`config.mk`:
```
export PLATFORM = sky130hd
export DESIGN_NAME = operand_sequencer
export DESIGN_NICKNAME = d
export VERILOG_FILES = /design/src/rtl/calc_pkg.sv /design/src/rtl/sync_edge.sv /design/src/rtl/operand_sequencer.sv
export SDC_FILE = /design/constraint.sdc
export NUM_CORES = 1
export LEC_CHECK = 0
export BUFFER_PORTS_ARGS = -buffer_cell sky130_fd_sc_hd__buf_2
export CAP_MARGIN = 20
export CORE_MARGIN = 8
export CORE_UTILIZATION = 51
export DETAILED_ROUTE_END_ITERATION = 6
export GPL_TIMING_DRIVEN = 1
export PLACE_DENSITY_LB_ADDON = 0.08
export RECOVER_POWER = 25
export SYNTH_ARGS = -nofsm -noshare
export SYNTH_HDL_FRONTEND = slang
export SYNTH_SLANG_ARGS = --single-unit
```
`constraint.sdc`:
```
create_clock -name clk -period 1.85 [get_ports clk]
set_input_delay 0.37 -clock clk [delete_from_list [all_inputs] [get_ports clk]]
set_output_delay 0.37 -clock clk [all_outputs]
set_load 0.01 [all_outputs]
```
`src/rtl/calc_pkg.sv`:
```
// calc_pkg: shared widths, sequencer state encodings and ALU opcodes for the calculator datapath.
package calc_pkg;
  localparam int WIDTH_DEF = 8;
  localparam int OPW_DEF = 3;
  localparam logic [1:0] ST_IDLE = 2'b00;
  localparam logic [1:0] ST_HAVE_A = 2'b01;
  localparam logic [1:0] ST_READY = 2'b10;
  typedef enum logic [2:0] {
    OP_ADD, OP_SUB, OP_AND, OP_OR, OP_XOR, OP_SHL, OP_SHR, OP_PASS
  } opcode_e;
endpackage

```
`src/rtl/sync_edge.sv`:
```
// sync_edge: 2-flop synchronizer followed by a rising-edge detector giving one pulse per press.
module sync_edge (
  input  logic clk,
  input  logic rst_n,
  input  logic d_i,
  output logic pulse_o
);
  logic [2:0] sh_q;
  always_ff @(posedge clk or negedge rst_n)
    if (!rst_n) sh_q <= '0;
    else sh_q <= {sh_q[1:0], d_i};
  assign pulse_o = sh_q[1] & ~sh_q[2];
endmodule

```
`src/rtl/operand_sequencer.sv`:
```
// operand_sequencer: collects two operands and an opcode from switches via enter presses,
// then offers them downstream with a valid/ready handshake.
module operand_sequencer
  import calc_pkg::*;
#(
  parameter int WIDTH = WIDTH_DEF,
  parameter int OPW = OPW_DEF
) (
  input  logic             clk,
  input  logic             rst_n,
  input  logic [WIDTH-1:0] sw,
  input  logic [OPW-1:0]   op_sel,
  input  logic             enter,
  input  logic             clear,
  input  logic             ready,
  output logic [WIDTH-1:0] a,
  output logic [WIDTH-1:0] b,
  output logic [OPW-1:0]   op,
  output logic             valid,
  output logic [1:0]       state
);
  logic enter_p, clear_p;
  logic [WIDTH-1:0] sw_s1_q, sw_s2_q, a_q, a_d, b_q, b_d;
  logic [OPW-1:0] op_s1_q, op_s2_q, op_q, op_d;
  logic [1:0] state_q, state_d;
  sync_edge u_enter (.clk(clk), .rst_n(rst_n), .d_i(enter), .pulse_o(enter_p));
  sync_edge u_clear (.clk(clk), .rst_n(rst_n), .d_i(clear), .pulse_o(clear_p));
  // Switch data gets the same two-flop depth as enter so the captured value matches the press.
  always_ff @(posedge clk or negedge rst_n)
    if (!rst_n) begin
      sw_s1_q <= '0;
      sw_s2_q <= '0;
      op_s1_q <= '0;
      op_s2_q <= '0;
      state_q <= ST_IDLE;
      a_q <= '0;
      b_q <= '0;
      op_q <= '0;
    end else begin
      sw_s1_q <= sw;
      sw_s2_q <= sw_s1_q;
      op_s1_q <= op_sel;
      op_s2_q <= op_s1_q;
      state_q <= state_d;
      a_q <= a_d;
      b_q <= b_d;
      op_q <= op_d;
    end
  always_comb begin
    state_d = state_q;
    a_d = a_q;
    b_d = b_q;
    op_d = op_q;
    if (clear_p) begin
      state_d = ST_IDLE;
      a_d = '0;
      b_d = '0;
      op_d = '0;
    end else
      case (state_q)
        ST_IDLE: if (enter_p) begin
          a_d = sw_s2_q;
          state_d = ST_HAVE_A;
        end
        ST_HAVE_A: if (enter_p) begin
          b_d = sw_s2_q;
          op_d = op_s2_q;
          state_d = ST_READY;
        end
        ST_READY: state_d = ready ? ST_IDLE : ST_READY;
        default: state_d = ST_IDLE;
      endcase
  end
  assign a = a_q;
  assign b = b_q;
  assign op = op_q;
  assign valid = state_q == ST_READY;
  assign state = state_q;
endmodule

```
Word level (Yosys, flattened, before mapping)
Index checks and enable logic that the tools add are counted.
{"block": "word_totals", "regBits": 49, "latch_bits": 0, "ramBits": 0, "rom_bits": 0, "inputBits": 16, "out_inout_bits": 22, "elab_cells": 38, "mem_count": 0}
{"block": "classes", "add_sub_neg": 0, "mul": 0, "n_div": 0, "n_lt_le_gt_ge": 0, "n_eq_ne": 4, "shifts": 0, "mux": 13, "n_bitwise": 4, "n_reduce_logical": 7}
{"cell": "$mux 8", "n": 5}
{"cell": "$mux 3", "n": 3}
{"cell": "$mux 2", "n": 4}
{"cell": "$ne 3x3->1 const B", "n": 2}
{"cell": "$pmux 2 s3", "n": 1}
{"cell": "$reduce_and 2->1", "n": 3}
{"cell": "$reduce_bool 2->1", "n": 3}
{"cell": "$and 1x1->1", "n": 2}
{"cell": "$eq 2x1->1 const B", "n": 1}
{"cell": "$eq 2x2->1 const B", "n": 1}
{"cell": "$logic_not 2->1", "n": 1}
{"cell": "$not 1->1", "n": 2}

Logic depth before layout (Yosys ltp)
Gate-level depths: netlist of run 1.
{"block": "depth", "word_depth": 5, "ltp_mapped": 5, "depth_no_buf": 3}

By module
A second synthesis of run 1 with hierarchy kept.
{"block": "hier_totals", "cells_unflattened": 114, "hier_area_um2": 1732.9}
{"mod": "operand_sequencer", "n_inst": 1, "cells_each": 106, "area_each_um2": 1555.2, "seq_area_each_um2": 1076.0}
{"mod": "sync_edge", "n_inst": 2, "cells_each": 4, "area_each_um2": 88.8, "seq_area_each_um2": 75.1}

Worst setup path after synthesis of run 1
OpenSTA, ideal clock, no wires.
{"block": "synth_timing", "path_type": "flip-flop to flip-flop", "start": "register state_q[1] (netlist: state[1])", "end": "register a_q[0] (netlist: a[0])", "setup_time_ps": 118, "t_arrival_ps": 1349, "required_ps": 1732, "slack_ps": 384, "path_stages_with_launch": 6, "path_buffers": 2, "synth_period_minus_slack_ps": 1466, "path_cell_list": "dfrtp_1 or4b_4 buf_6 buf_12 nand3_2 o21ai_2"}
{"block": "synth_between", "elab_chain_cells": 3}
{"item": "start: declaration", "line": "operand_sequencer.sv:25", "text": "logic [1:0] state_q, state_d;"}
{"item": "start signal: assignment", "line": "operand_sequencer.sv:44", "text": "state_q <= state_d;"}
{"item": "$logic_not 2->1", "line": "operand_sequencer.sv:60", "text": "case (state_q)"}
{"item": "$reduce_bool 2->1 (no source line)"}
{"item": "$reduce_and 2->1 (no source line)"}
{"item": "end signal: assignment", "line": "operand_sequencer.sv:36", "text": "a_q <= '0;"}
{"item": "end signal: assignment", "line": "operand_sequencer.sv:45", "text": "a_q <= a_d;"}
{"item": "end: declaration", "line": "operand_sequencer.sv:23", "text": "logic [WIDTH-1:0] sw_s1_q, sw_s2_q, a_q, a_d, b_q, b_d;"}
No other way between the ends.
A chain may end at the register's enable or synchronous reset.

Worst setup path after layout of run 1
{"block": "layout_timing", "start": "register state_q[0] (netlist: state[0])", "end": "output valid"}
{"block": "layout_between", "elab_chain_cells": 1}
{"item": "$eq 2x2->1", "line": "operand_sequencer.sv:77", "text": "assign valid = state_q == ST_READY;"}
{"item": "end: declaration", "line": "operand_sequencer.sv:19", "text": "output logic valid,"}
No other way between the ends.

==> summary.md, run 1 <==
| Metric | Value |
|---|---|
| FP Rows | 20 |
| Gate Count Post-Synth | 115 |
| Die Width | 72.4 µm |
| Arr. time, crit path | 1.10 ns |
| Post-synthesis sequential area ratio | 75.6% |
| Chip height | 72.4 µm |
| Worst-Margin Slew | 1.37 ns |
| WHS Endpoint | u_enter.sh_q[0] |
| H-tree depth | 2 |
| First-pass GRT wire length | 4410 µm |
| CP max FO | 5 |
| CP delay by family, top | flip-flops |
| Core area | 3050 µm² |
| Reg-to-Reg End | a[6] |
| DRC Markers | 0 |
| FF+latch area | 1230 µm² |
| Area occupied by multi-input gates | 347 µm² |
| Drt wl/cell | 12.9 µm |
| Total CTS buffers | 5 |
| CTS Buffer Depth | 2 |
| N_diodes | 0 |
| Synth-to-Final Area Change | 19.8% |
| Post-CTS resize count | 0 |
| Largest net degree at the start of global routing | 31 |
| Netlist cell types | 17 |
| Maximum achievable frequency | 680 MHz |
| CP required | 1.48 ns |
| HP Class | in -> reg |
| Post-CTS Setup Inserts | 0 |
| R2R depth | 3 |
| Maximum vdd drop | 0.598 mV |
| Initial Utilization | 53.2% |
| Hold Crit Depth | 1 |
| Via density | 4.67 |
| Worst-Skew Late Latency | 0.34 ns |
| R2r startpoint | state[0] |
| Reg2reg setup slack | 0.42 ns |
| Syn Area/Cell | 14.1 µm² |
| Leakage Power | 0.974 nW |
| Clock skew | 0.00613 ns |
| Final period util | 79.5% |
| Max-capacitance violation count | 0 |
| Final #Nets | 172 |
| Global Route Usage Sum | 10.9% |
| CP Class | reg -> out |
| Type of origin of the critical path | flip-flop |
| Status | complete, no violations |
| Pre-antenna DRT Iters | 2 |
| Non-Filler Instances | 201 |
| Slew margin rel. | 9.00% |
| Synth Cell Area | 1620 µm² |
| Crit path depth | 2 |
| Synth Warn # | 0 |
| Post-synthesis register bit count | 49 |
| Via count | 939 |
| Final Hold Viols | 0 |
| Share of cells above drive strength 1 | 37.6% |
| Io pins | 38 |
| CP Capture Type | output port |
| Worst Path Buf+Inv | 1 |
| Slew Viols, Final | 0 |
| Clock slew at reported path FFs | 0.13 ns |
| Clock sink count | 49 |
| # port buffers | 37 |
| Slowest-stage cell, CP | dfrtp_1 |
| Initial antenna violation count | 0 |
| Placed Instances | 193 |
| Overall power | 2.21 mW |
| Setup TNS | 0 ns |
| Routability congestion estimate from global placement | 0.809 |
| Fill cells | 256 |
| Antenna Nets Post-Route | 0 |
| Setup violators final | 0 |
| Die area | 5240 µm² |
| Cell chain of the critical path | nor2b_1 > buf_2 |
| Final min period | 1.47 ns |
| Pwr dens | 1140 nW/µm² |
| Util after Layout | 63.7% |
| Drt initial violations | 45 |
| Cts hold-fix bufs | 0 |
| Critical Path Max Stage Delay | 0.45 ns |
| CTS tree | built |
| Hold_sp | enter |
| Final wirelength | 2590 µm |
| Syn nets | 131 |
| Vias in the first global route | 986 |
| Root Driver | clkbuf_4 |
| Remaining Overflow, GRT | 0 |
| RSZ-0062 raised after global routing | false |
| HPWL after detailed placement | 1920 µm |
kinds of logic (layout without fill, tap and decap cells):
group	count (synthesis)	in the layout	synth area share (%)
buffers and inverters	7	49	3.08
AOI/OAI and AO/OA	20	20	8.02
DFF	49	49	75.6
and+or+nand+nor	38	38	12.8
xor gates and xnor gates	1	1	0.540
layer usage:
| metal | track usage, % | up-vias | part of all wire, % |
|---|---|---|---|
| met5 | 0 | - | 0 |
| met4 | 6.00 | 0 | 1.7 |
| met3 | 4.27 | 5 | 6.6 |
| met2 | 15.9 | 27 | 45 |
| met1 | 13.6 | 437 | 47 |
| li1 | - | 470 | - |
cell usage in the layout, fill, tap and decap left out, drive strengths merged:
| cell type | netlist | final |
|---|---|---|
| nand2b | 2 | 2 |
| clkinv | 0 | 1 |
| clkbuf | 3 | 6 |
| xnor2 | 1 | 1 |
| nand2 | 11 | 11 |
| o21ai | 19 | 19 |
| buf | 4 | 40 |
| nand3 | 19 | 19 |
| nor3 | 1 | 1 |
| or4b | 1 | 1 |
| dfrtp | 49 | 49 |
| nor2b | 3 | 3 |
| nand4bb | 1 | 1 |
| a21oi | 1 | 1 |
| bufinv | 0 | 2 |
synthesized netlist by cell type:
library cell | n | area (µm²)
a21oi_1 | 1 | 5.00
buf_1 | 2 | 7.51
buf_12 | 1 | 20.0
buf_6 | 1 | 11.3
clkbuf_1 | 3 | 11.3
dfrtp_1 | 49 | 1230
nand2_1 | 11 | 41.3
nand2b_1 | 2 | 12.5
nand3_1 | 17 | 85.1
nand3_2 | 2 | 20.0
nand4bb_1 | 1 | 11.3
nor2b_1 | 3 | 18.8
nor3_1 | 1 | 5.00
o21ai_0 | 11 | 55.1
o21ai_2 | 8 | 70.1
or4b_4 | 1 | 13.8
xnor2_1 | 1 | 8.76
flip-flops by register name, summed over array words and instances (netlist names):
name and cells:
sw_s2_q 8, b 8, u_clear.sh_q 3, op_s2_q 3
sw_s1_q 8, op 3, state 2, a 8
u_enter.sh_q 3, op_s1_q 3
where the power goes:
| part | switching, mW | leakage, nW | internal, mW | total (mW) |
|---|---|---|---|---|
| logic | 0.159 | 0.309 | 0.112 | 0.271 |
| registers | 0.0488 | 0.610 | 1.17 | 1.21 |
| clock network | 0.310 | 0.0552 | 0.418 | 0.729 |
| total | 0.518 | 0.974 | 1.70 | 2.21 |
worst reg2reg max path, delay by kind of cell, from the launching register on:
| family | cells | cell delay (ns) |
|---|---|---|
| flops | 1 | 0.45 |
| compound gates | 1 | 0.06 |
| simple gates | 2 | 0.83 |
worst max path at each step:
stage / start / end / slack (ns)
floorplan: state[1] / a[0] / 0.38
global placement: state[0] / a[4] / 0.46
detailed placement: state[0] / a[6] / 0.43
CTS: state[0] / valid / 0.35
global route: u_enter.sh_q[2] / b[6] / 0.29
finish: state[0] / valid / 0.38
cell type report:
class / instances / area share (%)
multi-input combinational: 59 / 17.8
tap: 44 / 2.83
clock buffer: 5 / 1.93
clock inverter: 3 / 3.35
timing repair buffer: 41 / 11.0
sequential: 49 / 63.1
through the flow:
step	hold WS, ns	cell area [µm²]	setup slack, ns
finish	0.121	1940	0.379
detailed placement	0.337	1840	0.432
global route	0.0821	1940	0.290
CTS	0.00278	1950	0.348
global placement	0.334	1840	0.461
floorplan	0.0744	1620	0.384
(Power assumes the default switching activity.)
==> run 2: changes to the inputs <==
==> constraint.sdc (replaced) <==
create_clock -name clk -period 1.4 [get_ports clk]
set_input_delay 0.28 -clock clk [delete_from_list [all_inputs] [get_ports clk]]
set_output_delay 0.28 -clock clk [all_outputs]
set_load 0.01 [all_outputs]
==> summary.md, run 2 (synthesis gave the netlist of run 1 again) <==
| Metric | Value |
|---|---|
| Status | finished with violations |
| Failing checks | setup timing |
| Pwr dens | 1300 nW/µm² (+15%) |
| Final Hold Viols | 0 (unchanged) |
| Combinational power share | 17.7% (+5.5 points) |
| RSZ-0062 raised after global routing | true |
| Worst setup path startpoint | state[0] |
| Int Power | 1.96 mW (+16%) |
| Most frequent cells in the layout | dfrtp_1 (48), buf_2 (36), nand3_1 (16) |
| Pre-antenna DRT Iters | 4 (+2) |
| Global Route Usage Sum | 10.9% (-0.062 points) |
| Register share of total power | 60.0% (+5.1 points) |
| Worst Path Buf+Inv | 0 (-1) |
| Share of cells above drive strength 1 | 43.5% (+5.9 points) |
| Arr. time, crit path | 1.65 ns (+0.55 ns) |
| HP Class | in -> reg |
| Type of origin of the critical path | flip-flop |
| Design area | 2040 µm² (+5.1%) |
| HPWL after detailed placement | 1920 µm (about the same) |
| # port buffers | 37 (unchanged) |
| Leakage Power | 1.01 nW (+3.8%) |
| Maximum vdd drop | 0.701 mV (+17%) |
| First-pass GRT wire length | 4490 µm (+1.9%) |
| Remaining Overflow, GRT | 0 (unchanged) |
| Most common cell after layout, fill and taps aside | dfrtp_1 |
| Core area | 3050 µm² (unchanged) |
| Final period util | 101% |
| CTS Buffer Depth | 2 (unchanged) |
| Reg2reg setup slack | -0.02 ns (-0.44 ns) |
| Drt initial violations | 43 (-4.4%) |
| CTS tree | built |
| Root Driver | clkbuf_4 |
| Crit path depth | 3 (+1) |
| Maximum achievable frequency | 706 MHz |
| Non-Filler Instances | 212 (+5.5%) |
| Post-DP Area | 1870 µm² (+1.6%) |
| H-tree depth | 2 (unchanged) |
| Via density | 4.81 (+3.0%) |
| Largest net degree at the start of global routing | 37 (+19%) |
| Routability congestion estimate from global placement | 0.772 (-4.6%) |
| N_diodes | 0 (unchanged) |
| Final #Nets | 183 (+6.4%) |
| CP delay by family, top | simple AND/OR/NAND/NOR gates |
| Hold Slack | 0.0377 ns (-0.0831 ns) |
| Synth-to-Final Area Change | 26.0% |
| Placed Instances | 195 (+1.0%) |
| Max-capacitance violation count | 0 (unchanged) |
| CP required | 1.64 ns (+0.16 ns) |
| Total CTS buffers | 5 (unchanged) |
| Drt wl/cell | 13.3 µm (+3.6%) |
| CP Class | reg -> reg |
| Clock slew at reported path FFs | 0.13 ns (about the same) |
| CP Capture Type | flip-flop |
| Die area | 5240 µm² (unchanged) |
| Cell chain of the critical path | or4b_4 > nand3_1 > o21ai_2 |
| Initial Utilization | 53.2% (unchanged) |
| R2R depth | 3 (unchanged) |
| CP max FO | 16 (+11) |
| Setup violators final | 5 (+5) |
| Vias in the first global route | 1057 (+7.2%) |
| Net Sw Frac | 26.5% (+3.1 points) |
| Worst-Skew Late Latency | 0.33 ns (about the same) |
| Final min period | 1.42 ns |
| R2r startpoint | state[0] |
| Reg-to-Reg End | a[5] |
| Slowest-stage cell, CP | or4b_4 |
| Clock network fraction of total power | 22.3% (-11 points) |
| Slew Viols, Final | 0 (unchanged) |
| Final wirelength | 2830 µm (+9.3%) |
| FP Rows | 20 (unchanged) |
| Setup crit end | a[5] |
| Via count | 1020 (+8.6%) |
| Psw | 0.706 mW (+36%) |
| Die Width | 72.4 µm (unchanged) |
| Clock skew | 0.00759 ns (+0.00146 ns) |
| Worst-Margin Slew | 0.331 ns (-1.03 ns) |
| Slew margin rel. | 77.9% (+69 points) |
| Worst setup margin | -0.0172 ns (-0.396 ns) |
| Chip height | 72.4 µm (unchanged) |
| DRC Markers | 0 (unchanged) |
| Clock sink count | 49 (unchanged) |
| Critical Path Max Stage Delay | 0.67 ns (+0.22 ns) |
| Antenna Nets Post-Route | 0 (unchanged) |
| Io pins | 38 (unchanged) |
| Initial antenna violation count | 0 (unchanged) |
[run 2: power groups by stage]
stage               sequential [mW]  combinational (mW)  clock, mW
floorplan                      1.67               0.167          0
global placement               1.62               0.388          0
detailed placement             1.63               0.398          0
CTS                            1.60               0.428      0.620
global route                   1.62               0.518      0.667
finish                         1.60               0.471      0.594
[run 2: worst reg2reg max path, stage by stage, from the launching register on]
cell     delay, ns
dfrtp_2       0.43
or4b_4        0.67
nand3_1       0.16
o21ai_2       0.06
[run 2: repair_timing]
action,CTS,global route
hold endpoints to repair,13,0
endpoints found under the setup margin,5,18
gates resized for setup,5,8
pin swaps,0,2
hold buffers,1,0
setup buffers,3,3
cloned,0,2
[run 2: layout make-up]
class                      count  area (µm²)
sequential                    49        1230
fill                         252        1010
multi-input combinational     59         375
timing repair buffer          52         330
tap                           44        55.1
clock buffer                   6        41.3
clock inverter                 2        15.0
[run 2: stage by stage]
step           utilization [%]  setup slack, ns  TNS [ns]  total power [mW]
2_1_floorplan                -          -0.0521    -0.104              1.84
3_3_place_gp              61.3           0.0433         0              2.01
3_5_place_dp              61.3          0.00453         0              2.03
4_1_cts                   64.9          -0.0162   -0.0279              2.65
5_1_grt                   67.0          -0.0493    -0.276              2.81
6_report                  67.0          -0.0172   -0.0325              2.67
[run 2: worst min path at each step]
stage	startpoint	cells past startpoint	slack [ns]	end
after CTS	op_sel[2]	1	0.02	op_s1_q[2]
after detailed placement	rst_n	1	0.20	op_s1_q[0]
final	op_sel[0]	1	0.04	op_s1_q[0]
after global routing	op_sel[2]	1	0.008	op_s1_q[2]
after global placement	rst_n	1	0.19	op_s1_q[0]
after floorplan	rst_n	0	-0.02	a[0]
[run 2: metal layers]
| layer | share of wire [%] | global-route usage, % | wire length [µm] | vias to the layer above |
|---|---|---|---|---|
| li1 | - | - | - | 495 |
| met5 | 0 | 0 | 0 | - |
| met3 | 5.9 | 4.13 | 166 | 2 |
| met4 | 0.50 | 4.22 | 14 | 0 |
| met2 | 48 | 17.0 | 1370 | 26 |
| met1 | 45 | 13.3 | 1280 | 497 |
==> run 3: changes to the inputs <==
--- a/config.mk
+++ b/config.mk
@@ -5,10 +5,12 @@
 export SDC_FILE = /design/constraint.sdc
 export NUM_CORES = 1
 export LEC_CHECK = 0
+export ABC_AREA = 1
 export BUFFER_PORTS_ARGS = -buffer_cell sky130_fd_sc_hd__buf_2
 export CAP_MARGIN = 20
-export CORE_MARGIN = 8
-export CORE_UTILIZATION = 51
+export CORE_MARGIN = 3
+export CORE_UTILIZATION = 52
+export CTS_CLUSTER_DIAMETER = 40
 export DETAILED_ROUTE_END_ITERATION = 6
 export GPL_TIMING_DRIVEN = 1
 export PLACE_DENSITY_LB_ADDON = 0.08
==> summary.md, run 3 <==
| Metric | Value |
|---|---|
| Simple-Gate Fraction of Synth Area | 24.3% (+12 points) |
| Die Width | 64.3 µm (-11%) |
| Final Hold Viols | 0 (unchanged) |
| Slowest-stage cell, CP | dfrtp_2 |
| CP Capture Type | output port |
| Share of cells above drive strength 1 | 36.2% (-7.2 points) |
| Placed Instances | 229 (+17%) |
| CP required | 1.12 ns (-0.52 ns) |
| Area occupied by multi-input gates | 454 µm² (+21%) |
| Drt initial violations | 84 (+95%) |
| Leakage Power | 1.19 nW (+18%) |
| Maximum achievable frequency | 735 MHz (+4.2%) |
| EDFF count, synth | 0 (unchanged) |
| Gate Count Post-Synth | 148 (+29%) |
| Slew Viols, Final | 0 (unchanged) |
| Post-synthesis sequential area ratio | 69.4% (-6.2 points) |
| Clock slew at reported path FFs | 0.13 ns (about the same) |
| Die area | 4140 µm² (-21%) |
| Clock skew | 0.00845 ns (+0.000853 ns) |
| Commonest register cell after synthesis | dfrtp_1 |
| Initial Utilization | 56.1% (+2.9 points) |
| Post-DP Area | 2020 µm² (+8.2%) |
| Io pins | 38 (unchanged) |
| Pwr dens | 1150 nW/µm² (-12%) |
| Syn Area/Cell | 11.9 µm² (-15%) |
| Clock sink count | 49 (unchanged) |
| Synth area leaders | dfrtp_1 (69%), nand2_1 (6.8%), nand3_2 (6.2%) |
| Via count | 1216 (+19%) |
| Setup violators final | 0 (-5) |
| FF+latch area | 1230 µm² (+0.10%) |
| Fill cells | 251 (-0.40%) |
| Synth Warn # | 0 (unchanged) |
| # port buffers | 37 (unchanged) |
| FP Rows | 20 (unchanged) |
| HPWL after detailed placement | 2160 µm (+12%) |
| Drt wl/cell | 13.0 µm (-2.5%) |
| Final period util | 97.1% (-4.1 points) |
| Final #Nets | 223 (+22%) |
| Cell chain of the critical path | inv_2 > nor2_2 > buf_2 |
| Total CTS buffers | 5 (unchanged) |
| Initial antenna violation count | 0 (unchanged) |
| Top-count cell post-synth | dfrtp_1 |
| Maximum vdd drop | 0.696 mV (-0.72%) |
| Post-synthesis compound-gate area fraction | 1.20% (-6.8 points) |
| Synth-to-Final Area Change | 25.4% |
| Remaining Overflow, GRT | 0 (unchanged) |
| RSZ-0062 raised after global routing | true |
| CTS tree | built |
| DRC Markers | 0 (unchanged) |
| Synth Cell Area | 1770 µm² (+8.9%) |
| XOR/XNOR share of the synthesized area | 0% (-0.54 points) |
| Pre-antenna DRT Iters | 3 (-1) |
| Largest family of logic cells by synthesized area | simple AND/OR/NAND/NOR gates |
| Netlist cell types | 17 (unchanged) |
| Post-synthesis mux area share | 0% (unchanged) |
| Synth top cells by count | dfrtp_1 (49), nand2_1 (32), inv_1 (11), nand3_1 (11), nand3_2 (11) |
| Largest net degree at the start of global routing | 50 (+35%) |
| CP Class | reg -> out |
| Synth async-reset ratio | 100% (unchanged) |
| H-tree depth | 2 (unchanged) |
| Worst-Margin Slew | 0.629 ns (+0.298 ns) |
| Most frequent cells in the layout | dfrtp_1 (47), buf_2 (37), nand2_1 (32) |
| CTS Buffer Depth | 2 (unchanged) |
| Worst-Skew Late Latency | 0.34 ns (about the same) |
| Final wirelength | 3260 µm (+15%) |
| Vias in the first global route | 1264 (+20%) |
| Arr. time, crit path | 1.08 ns (-0.57 ns) |
| Antenna Nets Post-Route | 0 (unchanged) |
| Type of origin of the critical path | flip-flop |
| Status | complete, no violations |
| Util after Layout | 70.3% (+3.4 points) |
| CP max FO | 4 (-12) |
| Slew margin rel. | 58.1% (-20 points) |
| Syn nets | 164 (+25%) |
| N_diodes | 0 (unchanged) |
| Overall power | 2.56 mW (-4.0%) |
| Non-Filler Instances | 251 (+18%) |
| Routability congestion estimate from global placement | 0.828 (+7.2%) |
| Setup TNS | 0 ns (+0.0325 ns) |
| Core area | 3150 µm² (+3.3%) |
| Global Route Usage Sum | 18.3% (+7.4 points) |
| Post-synthesis register bit count | 49 (unchanged) |
| Via density | 4.84 (+0.69%) |
| Design area | 2220 µm² (+8.4%) |
| Synth Area in Adders | 0% (unchanged) |
| Critical Path Max Stage Delay | 0.43 ns (-0.24 ns) |
| Yosys top cell area share | 69.4% (-6.2 points) |
| First-pass GRT wire length | 5590 µm (+24%) |
| Max-capacitance violation count | 0 (unchanged) |
| HP Class | in -> reg |
| Area leader, netlist | dfrtp_1 |
| Root Driver | clkbuf_4 |
| Final min period | 1.36 ns (-0.0574 ns) |
| Chip height | 64.3 µm (-11%) |
| Most common cell after layout, fill and taps aside | dfrtp_1 |
-- run 3: cell count changes in the layout (fill, tap and decap cells not counted), sizes merged, moves of 8 or more --
cell / change
buf: -8
nand4: +8
nor2: +13
inv: +15
nand2: +23
dlygate4sd3: +12
o21ai: -19
-- run 3: kinds of logic (layout without fill, tap and decap cells) --
kind of cell	Yosys count	after routing
AO/OA/AOI/OAI	2	2
buffers and inverters	20	79
flip-flops	49	49
AND/OR/NAND/NOR	77	77
-- run 3: worst paths after layout --
kind	start	end	slack [ns]	cells after the start
setup / recovery	state[1]	valid	0.04	3
hold / removal	op_sel[0]	op_s1_q[0]	0.03	1
setup reg to reg	u_enter.sh_q[1]	op[2]	0.18	5
hold reg to reg	u_clear.sh_q[0]	u_clear.sh_q[1]	0.36	0
max in group asynchronous	rst_n	state[1]	0.38	3
min in group asynchronous	rst_n	b[4]	0.58	3
-- run 3: repair_timing --
item                       in CTS  in global routing
hold endpoints to repair       49                 12
setup endpoints to repair       1                  1
hold buffers                    1                 12
pin swaps                       0                  1
gates resized for setup         2                  1
buffers inserted                1                  1
-- run 3: routing by layer --
metal / track usage, % / up-vias / share of wire, %
met5: 0 / - / 0
met4: 7.39 / 0 / 1.5
met3: 7.21 / 6 / 5.1
met2: 31.2 / 37 / 52
met1: 20.5 / 585 / 41
li1: - / 588 / -
-- run 3: power breakdown --
group / leakage (nW) / switching, mW / internal, mW / total [mW]
sequential: 0.607 / 0.0629 / 1.52 / 1.58
combinational: 0.550 / 0.201 / 0.152 / 0.352
clock: 0.0314 / 0.391 / 0.238 / 0.629
-- run 3: critical path, delay by kind of cell (launching register included) --
family	cells	cell delay, ns
buffers and inverters	2	0.19
flip-flops	1	0.43
AND/OR/NAND/NOR	1	0.11
-- run 3: cell type report --
| cell class | count | area share (%) |
|---|---|---|
| sequential | 49 | 55.4 |
| multi-input combinational | 79 | 20.5 |
| timing repair buffer | 57 | 16.6 |
| inverter | 15 | 2.54 |
| clock buffer | 7 | 2.48 |
| tap | 44 | 2.48 |
-- run 3: through the flow --
stage	setup slack, ns	hold slack [ns]
global route	-0.0309	0.000176
floorplan	0.305	-0.0156
global placement	0.241	0.278
finish	0.0402	0.0266
CTS	0.00486	0.00914
detailed placement	0.172	0.282
